### config.mk
export PLATFORM = sky130hd
export DESIGN_NAME = pmem_arbiter
export DESIGN_NICKNAME = d
export VERILOG_FILES = /design/src/rtl/pmem_arbiter.sv
export SDC_FILE = /design/constraint.sdc
export NUM_CORES = 1
export LEC_CHECK = 0
export CORE_AREA = 5 5 542 544
export DETAILED_ROUTE_END_ITERATION = 10
export DIE_AREA = 0 0 547 549
export PLACE_DENSITY = 0.3
export SLEW_MARGIN = 15
export SYNTH_ARGS = -nofsm -noshare
export SYNTH_HDL_FRONTEND = slang
export SYNTH_SLANG_ARGS = --single-unit
### constraint.sdc
create_clock -name clk -period 2.5 [get_ports clk]
set_input_delay 0.5 -clock clk [delete_from_list [all_inputs] [get_ports clk]]
set_output_delay 0.5 -clock clk [all_outputs]
set_load 0.1 [all_outputs]
### src/rtl/pmem_arbiter.sv
// Arbiter between the L1 demand path and the stream-buffer prefetch path in front of
// the single line-wide physical-memory port; demand has priority, bounded by a starvation counter.
module pmem_arbiter #(
  parameter int MAX_STARVE = 4,
  parameter int LINE_WIDTH = 256
) (
  input  logic                  clk,
  input  logic                  rst,
  input  logic                  dem_read,
  input  logic                  dem_write,
  input  logic [31:0]           dem_addr,
  input  logic [LINE_WIDTH-1:0] dem_wdata,
  output logic [LINE_WIDTH-1:0] dem_rdata,
  output logic                  dem_resp,
  input  logic                  pf_read,
  input  logic [31:0]           pf_addr,
  output logic [LINE_WIDTH-1:0] pf_rdata,
  output logic                  pf_resp,
  output logic                  mem_read,
  output logic                  mem_write,
  output logic [31:0]           mem_addr,
  output logic [LINE_WIDTH-1:0] mem_wdata,
  input  logic [LINE_WIDTH-1:0] mem_rdata,
  input  logic                  mem_resp
);

  localparam int CW = $clog2(MAX_STARVE + 1);
  localparam logic [CW-1:0] MAX_C = CW'(MAX_STARVE);

  typedef enum logic [1:0] {
    IDLE = 2'd0,
    DEM  = 2'd1,
    PF   = 2'd2
  } state_e;

  state_e                state_q, state_d;
  logic                  pf_pending_q, pf_pending_d;
  logic [26:0]           pf_line_q, pf_line_d;
  logic [26:0]           pf_gnt_line_q, pf_gnt_line_d;
  logic [26:0]           dem_line_q, dem_line_d;
  logic                  dem_we_q, dem_we_d;
  logic [LINE_WIDTH-1:0] dem_wdata_q, dem_wdata_d;
  logic [CW-1:0]         starve_cnt_q, starve_cnt_d;

  logic dem_req;
  logic starved;
  logic unused_addr_bits;

  assign dem_req          = dem_read | dem_write;
  assign starved          = pf_pending_q && (starve_cnt_q == MAX_C);
  assign unused_addr_bits = ^{dem_addr[4:0], pf_addr[4:0]};

  always_comb begin
    state_d       = state_q;
    pf_pending_d  = pf_pending_q;
    pf_line_d     = pf_line_q;
    pf_gnt_line_d = pf_gnt_line_q;
    dem_line_d    = dem_line_q;
    dem_we_d      = dem_we_q;
    dem_wdata_d   = dem_wdata_q;
    starve_cnt_d  = starve_cnt_q;
    dem_rdata     = '0;
    dem_resp      = 1'b0;
    pf_rdata      = '0;
    pf_resp       = 1'b0;
    mem_read      = 1'b0;
    mem_write     = 1'b0;
    mem_addr      = 32'd0;
    mem_wdata     = '0;

    // Newest prefetch pulse wins while the request is still waiting for a grant.
    if (pf_read) begin
      pf_pending_d = 1'b1;
      pf_line_d    = pf_addr[31:5];
    end

    case (state_q)
      IDLE: begin
        if (dem_req && !starved) begin
          state_d     = DEM;
          dem_line_d  = dem_addr[31:5];
          dem_we_d    = dem_write;
          dem_wdata_d = dem_wdata;
          if (pf_pending_q && (starve_cnt_q != MAX_C)) begin
            starve_cnt_d = starve_cnt_q + CW'(1);
          end
        end else if (pf_pending_q || pf_read) begin
          state_d      = PF;
          starve_cnt_d = '0;
          // An already-latched request is granted first; a same-cycle pulse then stays pending.
          if (pf_pending_q) begin
            pf_gnt_line_d = pf_line_q;
            pf_pending_d  = pf_read;
          end else begin
            pf_gnt_line_d = pf_addr[31:5];
            pf_pending_d  = 1'b0;
          end
        end else begin
          state_d = IDLE;
        end
      end
      DEM: begin
        mem_read  = ~dem_we_q;
        mem_write = dem_we_q;
        mem_addr  = {dem_line_q, 5'b0};
        mem_wdata = dem_we_q ? dem_wdata_q : '0;
        if (mem_resp) begin
          dem_resp  = 1'b1;
          dem_rdata = mem_rdata;
          state_d   = IDLE;
        end
      end
      PF: begin
        mem_read = 1'b1;
        mem_addr = {pf_gnt_line_q, 5'b0};
        if (mem_resp) begin
          pf_resp  = 1'b1;
          pf_rdata = mem_rdata;
          state_d  = IDLE;
          // A demand read of the same line rides on this response.
          if (dem_read && !dem_write && (dem_addr[31:5] == pf_gnt_line_q)) begin
            dem_resp  = 1'b1;
            dem_rdata = mem_rdata;
          end
        end
      end
      default: begin
        state_d = IDLE;
      end
    endcase
  end

  always_ff @(posedge clk or negedge rst) begin
    if (!rst) begin
      state_q       <= IDLE;
      pf_pending_q  <= 1'b0;
      pf_line_q     <= 27'd0;
      pf_gnt_line_q <= 27'd0;
      dem_line_q    <= 27'd0;
      dem_we_q      <= 1'b0;
      dem_wdata_q   <= '0;
      starve_cnt_q  <= '0;
    end else begin
      state_q       <= state_d;
      pf_pending_q  <= pf_pending_d;
      pf_line_q     <= pf_line_d;
      pf_gnt_line_q <= pf_gnt_line_d;
      dem_line_q    <= dem_line_d;
      dem_we_q      <= dem_we_d;
      dem_wdata_q   <= dem_wdata_d;
      starve_cnt_q  <= starve_cnt_d;
    end
  end

endmodule

Yosys cells after proc, flatten, opt, wreduce, memory -nomap -nowiden
Index checks and enable logic that the tools add are counted.

word-level totals
  word-level logic and storage cells = 61
  input port bits = 582
  output and inout port bits = 804
  register bits after elaboration = 344

cells by class
  equality and inequality tests = 7
  bitwise logic cells = 3
  $add $sub $neg = 1
  reductions and logical operators = 14
  muxes and demuxes = 28

operators with widths
  kind                                                                     number
  256-bit 2-to-1 mux                                                       6
  256-bit one-hot mux with 2 select lines                                  1
  32-bit one-hot mux with 2 select lines                                   1
  27-bit equality test                                                     1
  27-bit 2-to-1 mux                                                        1
  1-bit 2-to-1 mux                                                         10
  3-bit 2-to-1 mux                                                         3
  2-bit 2-to-1 mux                                                         3
  3-bit AND reduction                                                      2
  1-bit logical AND                                                        5
  2-bit by 1-bit inequality test with 1-bit output, second input constant  2
  1-bit one-hot mux with 2 select lines                                    2
  2-bit one-hot mux with 2 select lines                                    1
  3-bit by 1-bit adder with 3-bit output, second input constant            1
  3-bit equality test, second input constant                               1
  3-bit inequality test, second input constant                             1
  2-bit by 1-bit equality test with 1-bit output, second input constant    1
  2-bit equality test, second input constant                               1
  1-bit logical NOT                                                        2
  2-bit logical NOT                                                        1
  1-bit inverter                                                           2
  2-bit AND reduction                                                      1
  2-bit nonzero test                                                       1
  2-bit OR reduction                                                       1
  2 further kinds                                                          2

Logic depth before layout (Yosys ltp)
  depth in word-level cells = 6
  depth in mapped cells = 10
  depth with buffers taken out = 7

Least setup slack after synthesis
Ideal clock, no wire load.

  path type = register to output
  start point = reg state_q[0]
  end point = out dem_rdata[207]
  arrival = 3.142 ns
  setup slack = -1.142 ns
  required time = 2.000 ns
  stages on the path, launching flop included = 10
  buffers on the path = 2
  cell sequence = dfrtp_1 > inv_1 > ha_1 > clkbuf_1 > nand4_1 > nor2_1 > nand4_1 > o21ai_2 > clkbuf_1 > and2_1

between the ends
  word-level cells in the longest chain between the ends = 2
  elaborated cells on any way between the ends = 3
  those cells by class = 2 x eq/ne; 1 x mux

RTL lines
  element                                                                                       line  text
  from (decl)                                                                                   36    state_e state_q, state_d;
  from (signal assigned)                                                                        144   state_q <= state_d;
  2-bit equality test / 2-bit by 1-bit equality test with 1-bit output (equally long branches)  77    case (state_q)
  256-bit one-hot mux with 2 select lines (*)                                                   77
  to (decl)                                                                                     13    output logic [LINE_WIDTH-1:0] dem_rdata,

Mark *: on every way between the ends. The rest lies on a longest branch, timed or not.

Worst setup path in the final report
  start point = in dem_addr[30]
  end point = out dem_rdata[186]

between the ends
  word-level cells in the longest chain between the ends = 5

RTL lines
  element                                  line  text
  from (decl)                              11    input logic [31:0] dem_addr,
  27-bit equality test                     121   if (dem_read && !dem_write && (dem_addr[31:5] == pf_gnt_line_q)) begin
  1-bit logical AND                        121
  256-bit 2-to-1 mux                       121
  256-bit 2-to-1 mux                       116   if (mem_resp) begin
  256-bit one-hot mux with 2 select lines  77

Every way passes these cells.

==> reports/qor.yml <==
status: "finished, violations left"
violations: "negative setup slack"
dpl.hpwl_um: 159000
period_share: 1.43
finalHoldViolCount: 0
num_rows: 198
drv_slew: 0
netlist.area_leader.share: 0.448
cts-root-buf: "clkbuf_16"
place_inst: 6961
synthCells: 1835
core_um2: 289000
crit_path_start_kind: "input port"
grt_util_all_layers: 0.121
final_nets: 3864
ir_drop_mv: 0.704
port_buffers: 1370
vias_per_cell: 2.93
htreeDepth: 2
grt_max_degree: 121
gp_congestion: 0.820
rsz0062_at_grt: "yes"
final-seq-area_um2: 8610
grt_first_pass_wirelength_um: 244000
fin_area_um2: 51000
dpl_cell_area_um2: 47600
cp_num_buf_inv: 6
drive_above_1_share: 0.669
slowest_delay_ps: 460
first_global_vias: 22337
vias: 20906
antenna_found_initial: 77
clock.fmax_mhz: 280
cp.required_ps: 2000
ant_nets: 0
io_pins: 1386
timing.final.ws_setup_ps: -1070
skew_ps: 24.4
finalSetupViolCount: 799
cp-end-kind: "primary output"
power_density_nw_per_um2: 1310
wl_um: 196000
dieArea_um2: 300000
cp_data_arrival_time_ps: 3070
post-place-ws_ps: -1540
period_needed_ps: 3570
avgSynthCellArea_um2: 10.5
ys_ff_latch: 344
syn_area_um2: 19200
crit_fanout: 9
first_pass_iters: 4
max_slew_margin: 0.502
cts_tree: "done"
cts_sinks: 344
cp_cell_sequence: "clkdlybuf4s50_1 > xor2_1 > nor4_4 > nand4_1 > o21ai_4 > buf_12 > buf_16 > buf_12 > clkbuf_16 > and2_4 > buf_12"
hold_path_class: "input port to async pin"
finalNonFillerCells: 7127
yosys-top-cells-area: "dfrtp_1, mux2_2, and3_1"
tightest_slew_ps: 747
die_w_um: 547
ys_types: 31
cts_buffers: 47
clk_latency_ps: 610
area_growth_pct: 165
drc: 0
cp_common_cell: "buf_12"
clkTransAtPathRegs_ps: 50
p_leak_nw: 20.9
drtIter0Drc: 825
finalSetupTns_ps: -471000
initial_core_util: 0.0664
ys_warn_count: 0
critical_path_class: "input port to primary output"
synth_top_cell_by_area: "dfrtp_1"
cpMaxStageDelayCell: "clkdlybuf4s50_1"
grt.overflow.total: 0
die_height_um: 549
max-cap-violations: 0
multiInputGateArea_um2: 11500
fillers: 31575
ys_seq_area_frac: 0.448
ctsLongestPathBuffers: 3
wire_per_inst_um: 27.5
cpLargestDelayFamily: "buffers and inverters"
cell usage after synthesis:
master and n:
dfrtp_1 344, a22oi_1 27, o21ai_0 30, nor2b_1 28
and2_1 259, nand4_1 3, and3_1 513, nor3_1 1
inv_1 5, clkbuf_1 133, buf_2 37, a21oi_1 1
nand2_1 30, buf_4 7, buf_1 4, xor2_1 28
o21ai_2 1, clkbuf_2 20, nor4_1 6, nor2_1 4
mux2i_1 29, a21o_1 1, nand3_1 1, nor3b_1 2
nand2b_1 1, o21bai_1 1, mux2_2 311, ha_1 5
maj3_1 1, o21a_1 1, conb_1 1
worst paths after layout:
path	endpoint	cells after the start	startpoint	slack (ps)
max	dem_rdata[186]	11	dem_addr[30]	-1070
min	dem_wdata_q[181]	2	rst	420
max reg2reg	dem_wdata_q[210]	8	starve_cnt_q[0]	550
min reg2reg	dem_wdata_q[139]	1	dem_wdata_q[139]	500
max in group asynchronous	dem_wdata_q[157]	3	rst	1240
min in group clk	dem_wdata_q[139]	1	dem_wdata_q[139]	500
layer usage:
layer	vias up	wire length (µm)	global-route usage
met2	970	102000	0.224
met1	10461	73300	0.132
met5	-	204	0
met4	36	2890	0.0181
li1	9297	-	-
met3	142	17000	0.0474
registers in the layout, summed over array words and instances (netlist names):
name	cells
dem_line_q	27
pf_pending_q	1
starve_cnt_q	3
pf_line_q	27
pf_gnt_line_q	27
state_q	2
dem_we_q	1
dem_wdata_q	256
worst reg2reg max path: stages (launching register included):
cell and delay, ps:
dfrtp_1 410, inv_1 70, ha_1 160, and3_1 170
nor2_1 70, nand2_4 120, buf_12 190, buf_12 280
mux2_2 390
what timing repair did:
action                                 in CTS  in global routing
pin swaps                                  16                 20
resized for setup                         104                188
setup endpoints to repair                 799                799
hold buffers                                1                  0
cloned                                     12                 29
endpoints found under the hold margin      28                  0
buffers inserted                            9                 22
cell families (layout without fill, tap and decap cells):
| family | Yosys count | count (layout) | synth area share |
|---|---|---|---|
| AO/OA/AOI/OAI | 62 | 62 | 0.0203 |
| XOR/XNOR | 28 | 28 | 0.0128 |
| adder cells (fa/ha/maj) | 6 | 6 | 0.00378 |
| buffers and inverters | 206 | 1670 | 0.0454 |
| flip-flops | 344 | 344 | 0.448 |
| multiplexers | 340 | 340 | 0.197 |
| other | 1 | 29 | 0.000195 |
| AND/OR/NAND/NOR | 848 | 848 | 0.272 |
final cells by class:
class                           count  area share
Antenna cell                       24     0.00118
Clock buffer                       68      0.0262
Clock inverter                      7    0.000982
Inverter                            5    0.000368
Multi-Input combinational cell   1289       0.225
Sequential cell                   344       0.169
Tap cell                         3800      0.0933
Timing Repair Buffer             1590       0.484
report_power, final:
| group | total [mW] | internal (mW) | switching, mW |
|---|---|---|---|
| logic | 50.3 | 19.3 | 31.0 |
| clock network | 6.44 | 3.66 | 2.78 |
| registers | 9.92 | 8.30 | 1.61 |
| total | 66.7 | 31.3 | 35.4 |
cell usage in the layout (no fill, tap or decap), types with 9 or more instances in the layout:
cell type	synthesis	final
buf_12	0	846
clkdlybuf4s50_1	0	569
and3_2	0	456
dfrtp_1	344	343
mux2_2	311	311
and2_4	0	179
buf_4	7	122
and2_2	0	79
clkbuf_16	0	68
and3_4	0	44
o21ai_0	30	30
nand2_1	30	29
mux2i_1	29	29
xor2_1	28	26
nor2b_4	0	26
diode_2	0	24
a22oi_2	0	19
buf_16	0	14
and3_1	513	13
clkbuf_1	133	13
buf_6	0	9
metrics by stage:
| stage | total power, mW | util | hold slack, ps |
|---|---|---|---|
| finish | 66.7 | 0.176 | 420 |
| global route | 69.5 | 0.176 | 412 |
| CTS | 66.3 | 0.172 | 361 |
| detailed placement | 58.5 | 0.165 | 485 |
| global placement | 58.5 | 0.165 | 479 |
| floorplan | 38.2 | - | 204 |
Note: power is estimated with default switching activity, not from simulation.
